===== src/rtl/soc_ram_copy.sv =====
// soc_ram_copy: block-copy initiator for port B of the SoC dual-port data RAM.
// A host strobe latches source, destination and length. The block then moves
// that run of 16-bit words one at a time: a read cycle followed by a write cycle.
// The RAM has a 1-cycle registered read, so the word read in RD appears on
// ram_dout during WR and is passed straight through to ram_din.
// Optional feature macro: SOC_RAM_COPY_FILL_EN. When it is defined, cfg_fill=1
// writes cfg_pattern to every destination word instead of copying.
module soc_ram_copy #(
   parameter int ADDR_MSB = 6,
   parameter int LEN_MSB  = 7
) (
   input  logic                mclk,
   input  logic                puc_rst,
   input  logic                cfg_start,
   input  logic                cfg_abort,
   input  logic [ADDR_MSB:0]   cfg_src,
   input  logic [ADDR_MSB:0]   cfg_dst,
   input  logic [LEN_MSB:0]    cfg_len,
   input  logic                cfg_fill,
   input  logic [15:0]         cfg_pattern,
   output logic                busy,
   output logic                done,
   output logic [LEN_MSB:0]    remaining,
   output logic [ADDR_MSB:0]   ram_addr,
   output logic                ram_cen,
   output logic [1:0]          ram_wen,
   output logic [15:0]         ram_din,
   input  logic [15:0]         ram_dout
);

   localparam int AW = ADDR_MSB + 1;
   localparam int LW = LEN_MSB + 1;

   localparam logic [AW-1:0] ADDR_ONE = AW'(1'b1);
   localparam logic [LW-1:0] LEN_ONE  = LW'(1'b1);
   localparam logic [LW-1:0] LEN_ZERO = LW'(1'b0);
   localparam logic [1:0]    WEN_READ  = 2'b11;
   localparam logic [1:0]    WEN_WRITE = 2'b00;

`ifdef SOC_RAM_COPY_FILL_EN
   typedef enum logic [2:0] {
      ST_IDLE = 3'd0,
      ST_RD   = 3'd1,
      ST_WR   = 3'd2,
      ST_FILL = 3'd3,
      ST_DONE = 3'd4
   } state_t;
`else
   typedef enum logic [2:0] {
      ST_IDLE = 3'd0,
      ST_RD   = 3'd1,
      ST_WR   = 3'd2,
      ST_DONE = 3'd4
   } state_t;
`endif

   state_t           state_q, state_d;
   logic [AW-1:0]    src_q, src_d;
   logic [AW-1:0]    dst_q, dst_d;
   logic [LW-1:0]    rem_q, rem_d;

`ifdef SOC_RAM_COPY_FILL_EN
   logic [15:0]      pattern_q, pattern_d;
`else
   // Fill controls have no function in a copy-only build.
   logic             unused_cfg_s;
   assign unused_cfg_s = ^{cfg_fill, cfg_pattern};
`endif

   // Next-state logic: start latching, pointer stepping, abort and termination.
   always_comb begin
      state_d   = state_q;
      src_d     = src_q;
      dst_d     = dst_q;
      rem_d     = rem_q;
`ifdef SOC_RAM_COPY_FILL_EN
      pattern_d = pattern_q;
`endif
      case (state_q)
         ST_IDLE: begin
            if (cfg_start) begin
               src_d = cfg_src;
               dst_d = cfg_dst;
               rem_d = cfg_len;
`ifdef SOC_RAM_COPY_FILL_EN
               pattern_d = cfg_pattern;
               if (cfg_len == LEN_ZERO) begin
                  state_d = ST_DONE;
               end else if (cfg_fill) begin
                  state_d = ST_FILL;
               end else begin
                  state_d = ST_RD;
               end
`else
               if (cfg_len == LEN_ZERO) begin
                  state_d = ST_DONE;
               end else begin
                  state_d = ST_RD;
               end
`endif
            end else begin
               state_d = ST_IDLE;
            end
         end
         ST_RD: begin
            if (cfg_abort) begin
               state_d = ST_DONE;
            end else begin
               state_d = ST_WR;
            end
         end
         ST_WR: begin
            if (cfg_abort) begin
               state_d = ST_DONE;
            end else begin
               src_d = src_q + ADDR_ONE;
               dst_d = dst_q + ADDR_ONE;
               rem_d = rem_q - LEN_ONE;
               if (rem_q == LEN_ONE) begin
                  state_d = ST_DONE;
               end else begin
                  state_d = ST_RD;
               end
            end
         end
`ifdef SOC_RAM_COPY_FILL_EN
         ST_FILL: begin
            if (cfg_abort) begin
               state_d = ST_DONE;
            end else begin
               dst_d = dst_q + ADDR_ONE;
               rem_d = rem_q - LEN_ONE;
               if (rem_q == LEN_ONE) begin
                  state_d = ST_DONE;
               end else begin
                  state_d = ST_FILL;
               end
            end
         end
`endif
         ST_DONE: begin
            state_d = ST_IDLE;
         end
         default: begin
            state_d = ST_IDLE;
         end
      endcase
   end

   // State and datapath registers with synchronous reset.
   always_ff @(posedge mclk) begin
      if (puc_rst) begin
         state_q   <= ST_IDLE;
         src_q     <= '0;
         dst_q     <= '0;
         rem_q     <= '0;
`ifdef SOC_RAM_COPY_FILL_EN
         pattern_q <= 16'h0000;
`endif
      end else begin
         state_q   <= state_d;
         src_q     <= src_d;
         dst_q     <= dst_d;
         rem_q     <= rem_d;
`ifdef SOC_RAM_COPY_FILL_EN
         pattern_q <= pattern_d;
`endif
      end
   end

   // RAM port decode from registered state. An abort releases chip enable in
   // the same cycle, so the access scheduled for that cycle never reaches the RAM.
   always_comb begin
      ram_addr = '0;
      ram_cen  = 1'b1;
      ram_wen  = WEN_READ;
      ram_din  = 16'h0000;
      case (state_q)
         ST_RD: begin
            ram_addr = src_q;
            ram_cen  = cfg_abort;
            ram_wen  = WEN_READ;
         end
         ST_WR: begin
            ram_addr = dst_q;
            ram_cen  = cfg_abort;
            ram_wen  = cfg_abort ? WEN_READ : WEN_WRITE;
            ram_din  = ram_dout;
         end
`ifdef SOC_RAM_COPY_FILL_EN
         ST_FILL: begin
            ram_addr = dst_q;
            ram_cen  = cfg_abort;
            ram_wen  = cfg_abort ? WEN_READ : WEN_WRITE;
            ram_din  = pattern_q;
         end
`endif
         default: begin
            ram_addr = '0;
            ram_cen  = 1'b1;
            ram_wen  = WEN_READ;
            ram_din  = 16'h0000;
         end
      endcase
   end

   // Host status decode: busy covers every RAM-active state, done is the DONE state.
   always_comb begin
      busy = 1'b0;
      done = 1'b0;
      case (state_q)
         ST_RD:   busy = 1'b1;
         ST_WR:   busy = 1'b1;
`ifdef SOC_RAM_COPY_FILL_EN
         ST_FILL: busy = 1'b1;
`endif
         ST_DONE: done = 1'b1;
         default: begin
            busy = 1'b0;
            done = 1'b0;
         end
      endcase
   end

   assign remaining = rem_q;

endmodule


===== config.mk =====
export PLATFORM = sky130hd
export DESIGN_NAME = soc_ram_copy
export DESIGN_NICKNAME = d
export VERILOG_FILES = /design/src/rtl/soc_ram_copy.sv
export SDC_FILE = /design/constraint.sdc
export NUM_CORES = 1
export LEC_CHECK = 0
export ABC_AREA = 1
export CORE_MARGIN = 2
export CORE_UTILIZATION = 36
export CTS_CLUSTER_DIAMETER = 200
export DETAILED_ROUTE_END_ITERATION = 8
export PLACE_DENSITY = 0.77
export SLEW_MARGIN = 5
export SYNTH_ARGS = -nofsm -noshare
export SYNTH_HDL_FRONTEND = slang
export SYNTH_SLANG_ARGS = --single-unit

===== constraint.sdc =====
create_clock -name mclk -period 1.25 [get_ports mclk]
set_input_delay 0.125 -clock mclk [delete_from_list [all_inputs] [get_ports mclk]]
set_output_delay 0.125 -clock mclk [all_outputs]
set_load 0.05 [all_outputs]

* Word-level counts from Yosys, hierarchy flattened
Index checks and enable logic that the tools add are counted.
Word-level totals: output and inout port bits 36, logic and storage cells 40, register bits after elaboration 25, input bits 59
Operators by class: add/sub/neg operators 3, reduce and logical (&&, ||, !) cells 5, eq/ne operators 6, muxes and demuxes 22
Operators by type and width (count):
- $pmux W7 S2 | 3
- $mux W7 | 4
- $mux W16 | 1
- $mux W8 | 2
- $pmux W8 S2 | 1
- $mux W3 | 5
- $add A7 B1 Y7 const B | 2
- $pmux W3 S3 | 1
- $eq A8 B1 Y1 const B | 1
- $logic_not A8 Y1 | 1
- $sub A8 B1 Y8 const B | 1
- $mux W2 | 2
- $ne A2 B2 Y1 const B | 2
- $eq A3 B1 Y1 const B | 1
- $eq A3 B2 Y1 const B | 1
- $eq A3 B3 Y1 const B | 1
- $logic_not A3 Y1 | 1
- $mux W1 | 3
- $reduce_and A3 Y1 | 1
- $reduce_bool A2 Y1 | 1
- $reduce_or A2 Y1 | 1

* Logic depth before layout (Yosys ltp)
Gate-level depths: netlist of the first run.
depth in word-level cells 4, mapped depth 8, depth with buffers taken out 8

* Least setup slack after synthesis of the first run
Ideal clock, no wire load.
path type register -> output, from reg state_q[1], to out ram_addr[4], required time 1125 ps, arrival 1992 ps, stages on the path, launching flop included 5, buffers on the path 2, slack -867 ps, path through dfxtp_1 nand3_4 buf_6 buf_2 o21ai_0
Between the ends: cells in the longest elaborated chain, start to end 2, elaborated cells between the ends (all ways) 3, classes of those cells eq/ne: 2; mux: 1
Ends and longest elaborated chain:
- from (decl) | line 57 | state_t state_q, state_d;
- from (signal assigned) | line 161 | state_q <= state_d;
- $eq A3 B2 Y1 or $eq A3 B1 Y1 (tied branches) | line 178 | case (state_q)
- $pmux W7 S2 * | line 178
- to (decl) | line 24 | output logic [ADDR_MSB:0] ram_addr,
Every way passes the cells marked *; elsewhere a longest branch is shown, timed or not.

* Final worst setup path of the first run
from reg state_q[0], to reg dst_q[4]
Between the ends: cells in the longest elaborated chain, start to end 3, elaborated cells between the ends (all ways) 7, classes of those cells eq/ne: 3; mux: 1; reduce/logical: 3
Ends and longest elaborated chain:
- $eq A3 B2 Y1 or $logic_not A3 Y1 (tied branches) | line 79 | case (state_q)
- $ne A2 B2 Y1 (no source line) or $reduce_bool A2 Y1 (tied branches)
- $reduce_and A3 Y1 (no source line)
- to (signal assigned) | line 163 | dst_q <= dst_d;
- to (decl) | line 59 | logic [AW-1:0] dst_q, dst_d;
Several ways; a longest one is shown, not always the timed one. A chain may end at the register's enable or synchronous reset.

==> impl_metrics.env, run 1 <==
export IMPL_post_drt_via_cell_ratio=5.20
export IMPL_start_util=0.381
export IMPL_critPathLaunchType="register"
export IMPL_holdPathStages=2
export IMPL_switchingPower_w=0.00107
export IMPL_synth_edf_count=0
export IMPL_clkTransAtPathRegs_ps=100
export IMPL_total_power_w=0.00286
export IMPL_row_count=25
export IMPL_critPathTopFamily="buffers and inverters"
export IMPL_swShare=0.375
export IMPL_fp_coreArea_mm2=0.00482
export IMPL_grtUsageTotal=0.278
export IMPL_setup_worst_path_end_class="register"
export IMPL_fin_util=0.821
export IMPL_timing_hold_violations_final=0
export IMPL_critical_path_depth=10
export IMPL_r2r_slack_ps=-310
export IMPL_clock_path_buffers=2
export IMPL_io_pins=95
export IMPL_p_clk_frac=0.177
export IMPL_r2r_cells=10
export IMPL_antenna_cells=0
export IMPL_cp_required_ps=1460
export IMPL_finalMaxSlewViolations=0
export IMPL_drt_wirelength_per_cell_um=15.8
export IMPL_p_seq_frac=0.331
export IMPL_syn_area_mm2=0.00183
export IMPL_dp_hpwl_mm=4.66
export IMPL_r2r_end="dst_q[4]$_SDFFE_PP0P_"
export IMPL_grt_max_degree=20
export IMPL_die_area_mm2=0.00568
export IMPL_route_detailed_drc=0
export IMPL_regToRegStartpoint="state_q[0]$_SDFF_PP0_"
export IMPL_rsz0062_at_grt="true"
export IMPL_critPathKind="register to register"
export IMPL_relSlewSlack=0.746
export IMPL_first_pass_iters=4
export IMPL_synthTopCellsByArea="dfxtp_1, nand2_1, inv_1"
export IMPL_status="finished with violations"
export IMPL_seq_area_frac_synth=0.273
export IMPL_synth_top_area_cell="dfxtp_1"
export IMPL_drive_gt1_frac=0.382
export IMPL_gp_congestion=0.922
export IMPL_power_internal_w=0.00179
export IMPL_numCtsBuffers=3
export IMPL_clock_latency_ps=270
export IMPL_ys_types=32
export IMPL_skew_ps=4.52
export IMPL_failed_checks="negative setup slack"
export IMPL_initialDrtViolationCount=252
export IMPL_synth_ff_latch_count=25
export IMPL_p_leak_nw=1.73
export IMPL_ir_drop_mv=0.557
export IMPL_die_h_um=75.4
export IMPL_crit_buf_inv=5
export IMPL_grt_pass1_wl_mm=11.9
export IMPL_fmax_ghz=0.639
export IMPL_avgSynthCellArea_um2=6.15
export IMPL_cts_sinks=25
export IMPL_num_fill_cells=291
export IMPL_grt_pass1_vias=2490
export IMPL_ys_flop_type="dfxtp_1"
export IMPL_p_comb_frac=0.492
export IMPL_die_x_um=75.4
export IMPL_ant_nets=0
export IMPL_p_per_area_mw_per_mm2=724
export IMPL_fin_crit_ps=1560
export IMPL_cp_cell_sequence="inv_4, buf_4, buf_4, nand4_4, nand2_8, buf_12, buf_12, o211ai_1, nand2_1, nor2_1"
export IMPL_setup_viol=51
export IMPL_cts_tree="done"
export IMPL_crit_arrival_ps=1770
export IMPL_place_ws_ps=-186
export IMPL_setup_tns_ps=-11820
export IMPL_post_route_period_util=1.25
export IMPL_min_to="remaining[1]$_SDFFE_PP0P_"
export IMPL_critical_path_max_stage_delay_ps=390
export IMPL_io_buffers=77
export IMPL_yosysWarningCount=0
export IMPL_h_tree_depth=1
export IMPL_async_reset_ff_frac=0
export IMPL_synthesis_nets=361
export IMPL_vias=2529
export IMPL_worstHoldStart="remaining[1]$_SDFFE_PP0P_"
export IMPL_drv_cap=0
export IMPL_wl_mm=7.67
export IMPL_netlist_instances=298
export IMPL_cts_root_buffer="clkbuf_8"
export IMPL_slowest_stage="dfxtp_4"
export IMPL_cp_max_fo=6
export IMPL_fin_cells=486
export IMPL_worstMarginPinSlew_ps=378
export IMPL_grt_ovfl_total=0
export IMPL_worst_slack_ps=-315
export IMPL_post_place_cells=464
export IMPL_antenna_found_initial=0
export IMPL_synth_top_area_share=0.273
export IMPL_hold_path_class="register to register"
export IMPL_area_delta_synth_final_pct=116
export IMPL_nets=483
-- how the worst max path moves through the flow --
stage                                      from                   endpoint
after floorplan           state_q[2]$_SDFF_PP0_                ram_addr[0]
after CTS                 state_q[0]$_SDFF_PP0_                ram_din[10]
final                     state_q[0]$_SDFF_PP0_      dst_q[4]$_SDFFE_PP0P_
after global routing      state_q[0]$_SDFF_PP0_      dst_q[4]$_SDFFE_PP0P_
after global placement                cfg_start      dst_q[2]$_SDFFE_PP0P_
after detailed placement              cfg_start  remaining[1]$_SDFFE_PP0P_
-- power by group through the flow --
stage / clock network (W) / registers, W / logic (W)
floorplan: 0 / 0.00103 / 0.000503
global placement: 0 / 0.000954 / 0.00109
detailed placement: 0 / 0.000958 / 0.00112
CTS: 0.000499 / 0.000941 / 0.00133
global route: 0.000539 / 0.000956 / 0.00149
finish: 0.000507 / 0.000948 / 0.00141
-- state kept, by name, indices dropped and copies added (netlist names) --
signal and flops:
dst_q 7, remaining 8, src_q 7, state_q 3
-- metrics by stage --
step	hold WS, ps	area, um^2
floorplan	197	2020
global placement	469	3410
detailed placement	492	3410
CTS	504	3860
global route	531	3950
finish	506	3950
-- area by class of cell --
cell class | instances | area [um^2] | share of cell area
sequential | 25 | 517 | 0.131
timing repair buffer | 126 | 1710 | 0.431
timing repair inverter | 3 | 28.8 | 0.00728
inverter | 52 | 215 | 0.0544
multi-input combinational | 209 | 1360 | 0.343
tap | 67 | 83.8 | 0.0212
clock buffer | 4 | 45.0 | 0.0114
-- worst reg2reg max path, cell delays in order, from the launching register on --
cell and delay [ps]:
dfxtp_4 390, inv_4 40, buf_4 140, buf_4 140, nand4_4 90, nand2_8 100, buf_12 150, buf_12 120
o211ai_1 130, nand2_1 90, nor2_1 110
-- Yosys cell counts, types with 2 or more instances --
cell type	n
nor3_1	3
nand2_1	60
inv_4	2
or2_2	2
o21ai_1	6
inv_2	3
o22ai_1	4
o211a_1	2
o21ai_0	22
nand4_2	2
buf_6	6
buf_2	3
nor2_1	44
dfxtp_1	25
a21oi_1	20
inv_1	47
nand3_1	29
ha_1	4
-- logic make-up after synthesis --
| group | Yosys count | synth area share |
|---|---|---|
| flip-flops | 25 | 0.273 |
| AO/OA/AOI/OAI | 59 | 0.177 |
| XOR/XNOR | 2 | 0.00956 |
| AND/OR/NAND/NOR | 144 | 0.344 |
| buffers and inverters | 64 | 0.169 |
| adder cells (fa/ha/maj) | 4 | 0.0273 |
-- cells in the final DEF (no fill, tap or decap), drive strengths merged --
cell | netlist | routed
a21oi | 20 | 20
xor2 | 1 | 1
buf | 11 | 83
dfxtp | 25 | 25
nor2 | 44 | 44
a21boi | 1 | 1
a22oi | 1 | 1
or2 | 2 | 2
o211a | 2 | 2
clkbuf | 1 | 4
xnor2 | 1 | 1
a22o | 1 | 1
clkdlybuf4s50 | 0 | 41
inv | 52 | 55
o211ai | 1 | 1
bufbuf | 0 | 2
nand3 | 30 | 30
nand3b | 1 | 1
ha | 4 | 4
nand4 | 3 | 3
nor3 | 3 | 3
o22ai | 4 | 4
o21ai | 29 | 29
nand2 | 61 | 61
-- metal layers --
layer  GRT usage  vias to the layer above  part of all wire
met5           0                        -                 0
met4       0.117                        0             0.033
met3      0.0331                       22             0.074
met2       0.485                      137              0.51
met1       0.347                     1169              0.39
li1            -                     1201                 -
-- timing repair --
action / CTS / global route
setup buffers: 11 / 2
cloned: 6 / 0
hold buffers: 0 / 0
pin swaps: 9 / 4
endpoints found under the setup margin: 43 / 52
resized for setup: 57 / 19
Note: power is estimated with default switching activity, not from simulation.
==> run 2, diff against run 1 <==
- CORE_UTILIZATION: 36 -> 40
- PLACE_DENSITY: 0.77 -> 0.81
- clock period: 1.25 -> 1.6 ns (I/O delays scaled with it)
==> impl_metrics.env, run 2 (synthesized netlist as in run 1, its figures left out) <==
export IMPL_critical_path_max_stage_delay_ps=350
export IMPL_cts_hold_buf=0
export IMPL_post_dp_cell_area_mm2=0.00295
export IMPL_largest_reg_flops=8
export IMPL_slowest_stage="dfxtp_2"
export IMPL_clock_latency_ps=270
export IMPL_drt_wirelength_per_cell_um=12.5
export IMPL_fp_coreArea_mm2=0.00438
export IMPL_numCtsBuffers=3
export IMPL_antenna_found_initial=0
export IMPL_hold_path_class="register to register"
export IMPL_p_seq_frac=0.400
export IMPL_switchingPower_w=0.000674
export IMPL_wl_mm=5.47
export IMPL_final_common_cell="nand2_1"
export IMPL_cts_tree="done"
export IMPL_post_place_cells=426
export IMPL_row_count=24
export IMPL_post_route_period_util=0.988
export IMPL_regToRegStartpoint="state_q[0]$_SDFF_PP0_"
export IMPL_initialDrtViolationCount=147
export IMPL_antenna_cells=0
export IMPL_gp_congestion=0.853
export IMPL_swShare=0.365
export IMPL_area_delta_synth_final_pct=69.7
export IMPL_critPathTopFamily="buffers and inverters"
export IMPL_critPathKind="register to output pin"
export IMPL_crit_buf_inv=3
export IMPL_vias=2199
export IMPL_die_area_mm2=0.00514
export IMPL_skew_ps=3.45
export IMPL_die_x_um=71.7
export IMPL_finalMaxSlewViolations=0
export IMPL_crit_path_start="state_q[0]$_SDFF_PP0_"
export IMPL_die_h_um=71.7
export IMPL_route_detailed_drc=0
export IMPL_num_fill_cells=338
export IMPL_drv_cap=0
export IMPL_cp_cell_sequence="inv_2, nand3_4, inv_6, nand2_1, o21ai_1, buf_12"
export IMPL_grt_pass1_wl_mm=8.71
export IMPL_cp_max_fo=11
export IMPL_h_tree_depth=1
export IMPL_grt_max_degree=19
export IMPL_met2_length_mm=2.68
export IMPL_setup_viol=0
export IMPL_p_clk_frac=0.208
export IMPL_layout_common_cells="nand2_1, inv_1, clkdlybuf4s50_1"
export IMPL_grt_ovfl_total=0
export IMPL_critPathLaunchType="register"
export IMPL_clkTransAtPathRegs_ps=90
export IMPL_first_pass_iters=4
export IMPL_clock_path_buffers=2
export IMPL_grtUsageTotal=0.209
export IMPL_io_pins=95
export IMPL_relSlewSlack=0.710
export IMPL_crit_arrival_ps=1420
export IMPL_met3_wirelength_um=479
export IMPL_post_drt_via_cell_ratio=5.02
export IMPL_p_per_area_mw_per_mm2=595
export IMPL_fin_crit_ps=1580
export IMPL_worstHoldStart="src_q[6]$_SDFFE_PP0P_"
export IMPL_worstMarginPinSlew_ps=434
export IMPL_drive_gt1_frac=0.246
export IMPL_cts_sinks=25
export IMPL_setup_worst_path_end_class="output pin"
export IMPL_p_leak_nw=1.41
export IMPL_grt_pass1_vias=1920
export IMPL_timing_hold_violations_final=0
export IMPL_finalInstanceArea_mm2=0.00311
export IMPL_rsz0062_at_grt="true"
export IMPL_dp_hpwl_mm=4.05
export IMPL_wl_met1_mm=2.24
export IMPL_power_internal_w=0.00118
export IMPL_p_comb_frac=0.392
export IMPL_cts_root_buffer="clkbuf_8"
export IMPL_fin_cells=438
export IMPL_ir_drop_mv=0.537
export IMPL_fmax_ghz=0.632
export IMPL_cp_required_ps=1440
export IMPL_start_util=0.418
export IMPL_nets=450
export IMPL_top_layer="met4"
export IMPL_ant_nets=0
export IMPL_io_buffers=77
export IMPL_hold_worst_slack_ps=481
export IMPL_status="finished clean"
==> run 2: area by class of cell <==
cell class                 instances  area (um^2)  share of cell area
clock buffer                       3         41.3              0.0133
clock inverter                     1         5.00             0.00161
inverter                          52          205              0.0660
multi-input combinational        210         1110               0.356
sequential                        25          508               0.163
tap                               52         65.1              0.0209
timing repair buffer              95         1180               0.379
==> run 2: worst min-delay path: cells and delay by family (launching register included) <==
family,cells,cell delay [ps]
flops,1,330
simple gates,1,60
compound gates,1,50
==> run 2: timing repair <==
| action | CTS | global route |
|---|---|---|
| hold endpoints to repair | 0 | 0 |
| setup buffers | 4 | 3 |
| gates resized for setup | 9 | 7 |
| cloned | 1 | 0 |
| setup endpoints to repair | 21 | 10 |
==> run 2: power by group through the flow <==
| stage | logic [W] | registers [W] | clock network, W |
|---|---|---|---|
| 2_1_floorplan | 0.000365 | 0.000799 | 0 |
| 3_3_place_gp | 0.000682 | 0.000749 | 0 |
| 3_5_place_dp | 0.000694 | 0.000751 | 0 |
| 4_1_cts | 0.000714 | 0.000737 | 0.000387 |
| 5_1_grt | 0.000787 | 0.000749 | 0.000417 |
| 6_report | 0.000725 | 0.000741 | 0.000384 |
==> run 2: path summary, 6_finish.rpt <==
| path | to | depth (start not counted) | slack (ps) |
|---|---|---|---|
| setup / recovery | ram_addr[0] | 6 | 20 |
| hold / removal | src_q[6]$_SDFFE_PP0P_ | 2 | 480 |
| setup reg to reg | dst_q[6]$_SDFFE_PP0P_ | 9 | 110 |
| hold reg to reg | src_q[6]$_SDFFE_PP0P_ | 2 | 480 |
==> run 2: through the flow <==
step                utilization  setup TNS, ps  setup slack (ps)  total power, W
finish                    0.709              0              18.5         0.00185
global route              0.709           -244             -31.7         0.00195
CTS                       0.697              0              4.80         0.00184
detailed placement        0.672              0              55.3         0.00145
global placement          0.672              0               109         0.00143
floorplan                     -          -1590              -295         0.00116
==> run 2: metal layers <==
layer	up-vias	track usage
li1	1127	-
met1	952	0.276
met2	112	0.366
met3	8	0.0323
met4	0	0.0356
met5	-	0
==> run 3, diff against run 2 <==
- SLEW_MARGIN: 5 -> 10
==> results of run 3 <==
No change in the layout: final DEF, timing and power equal those of run 2.
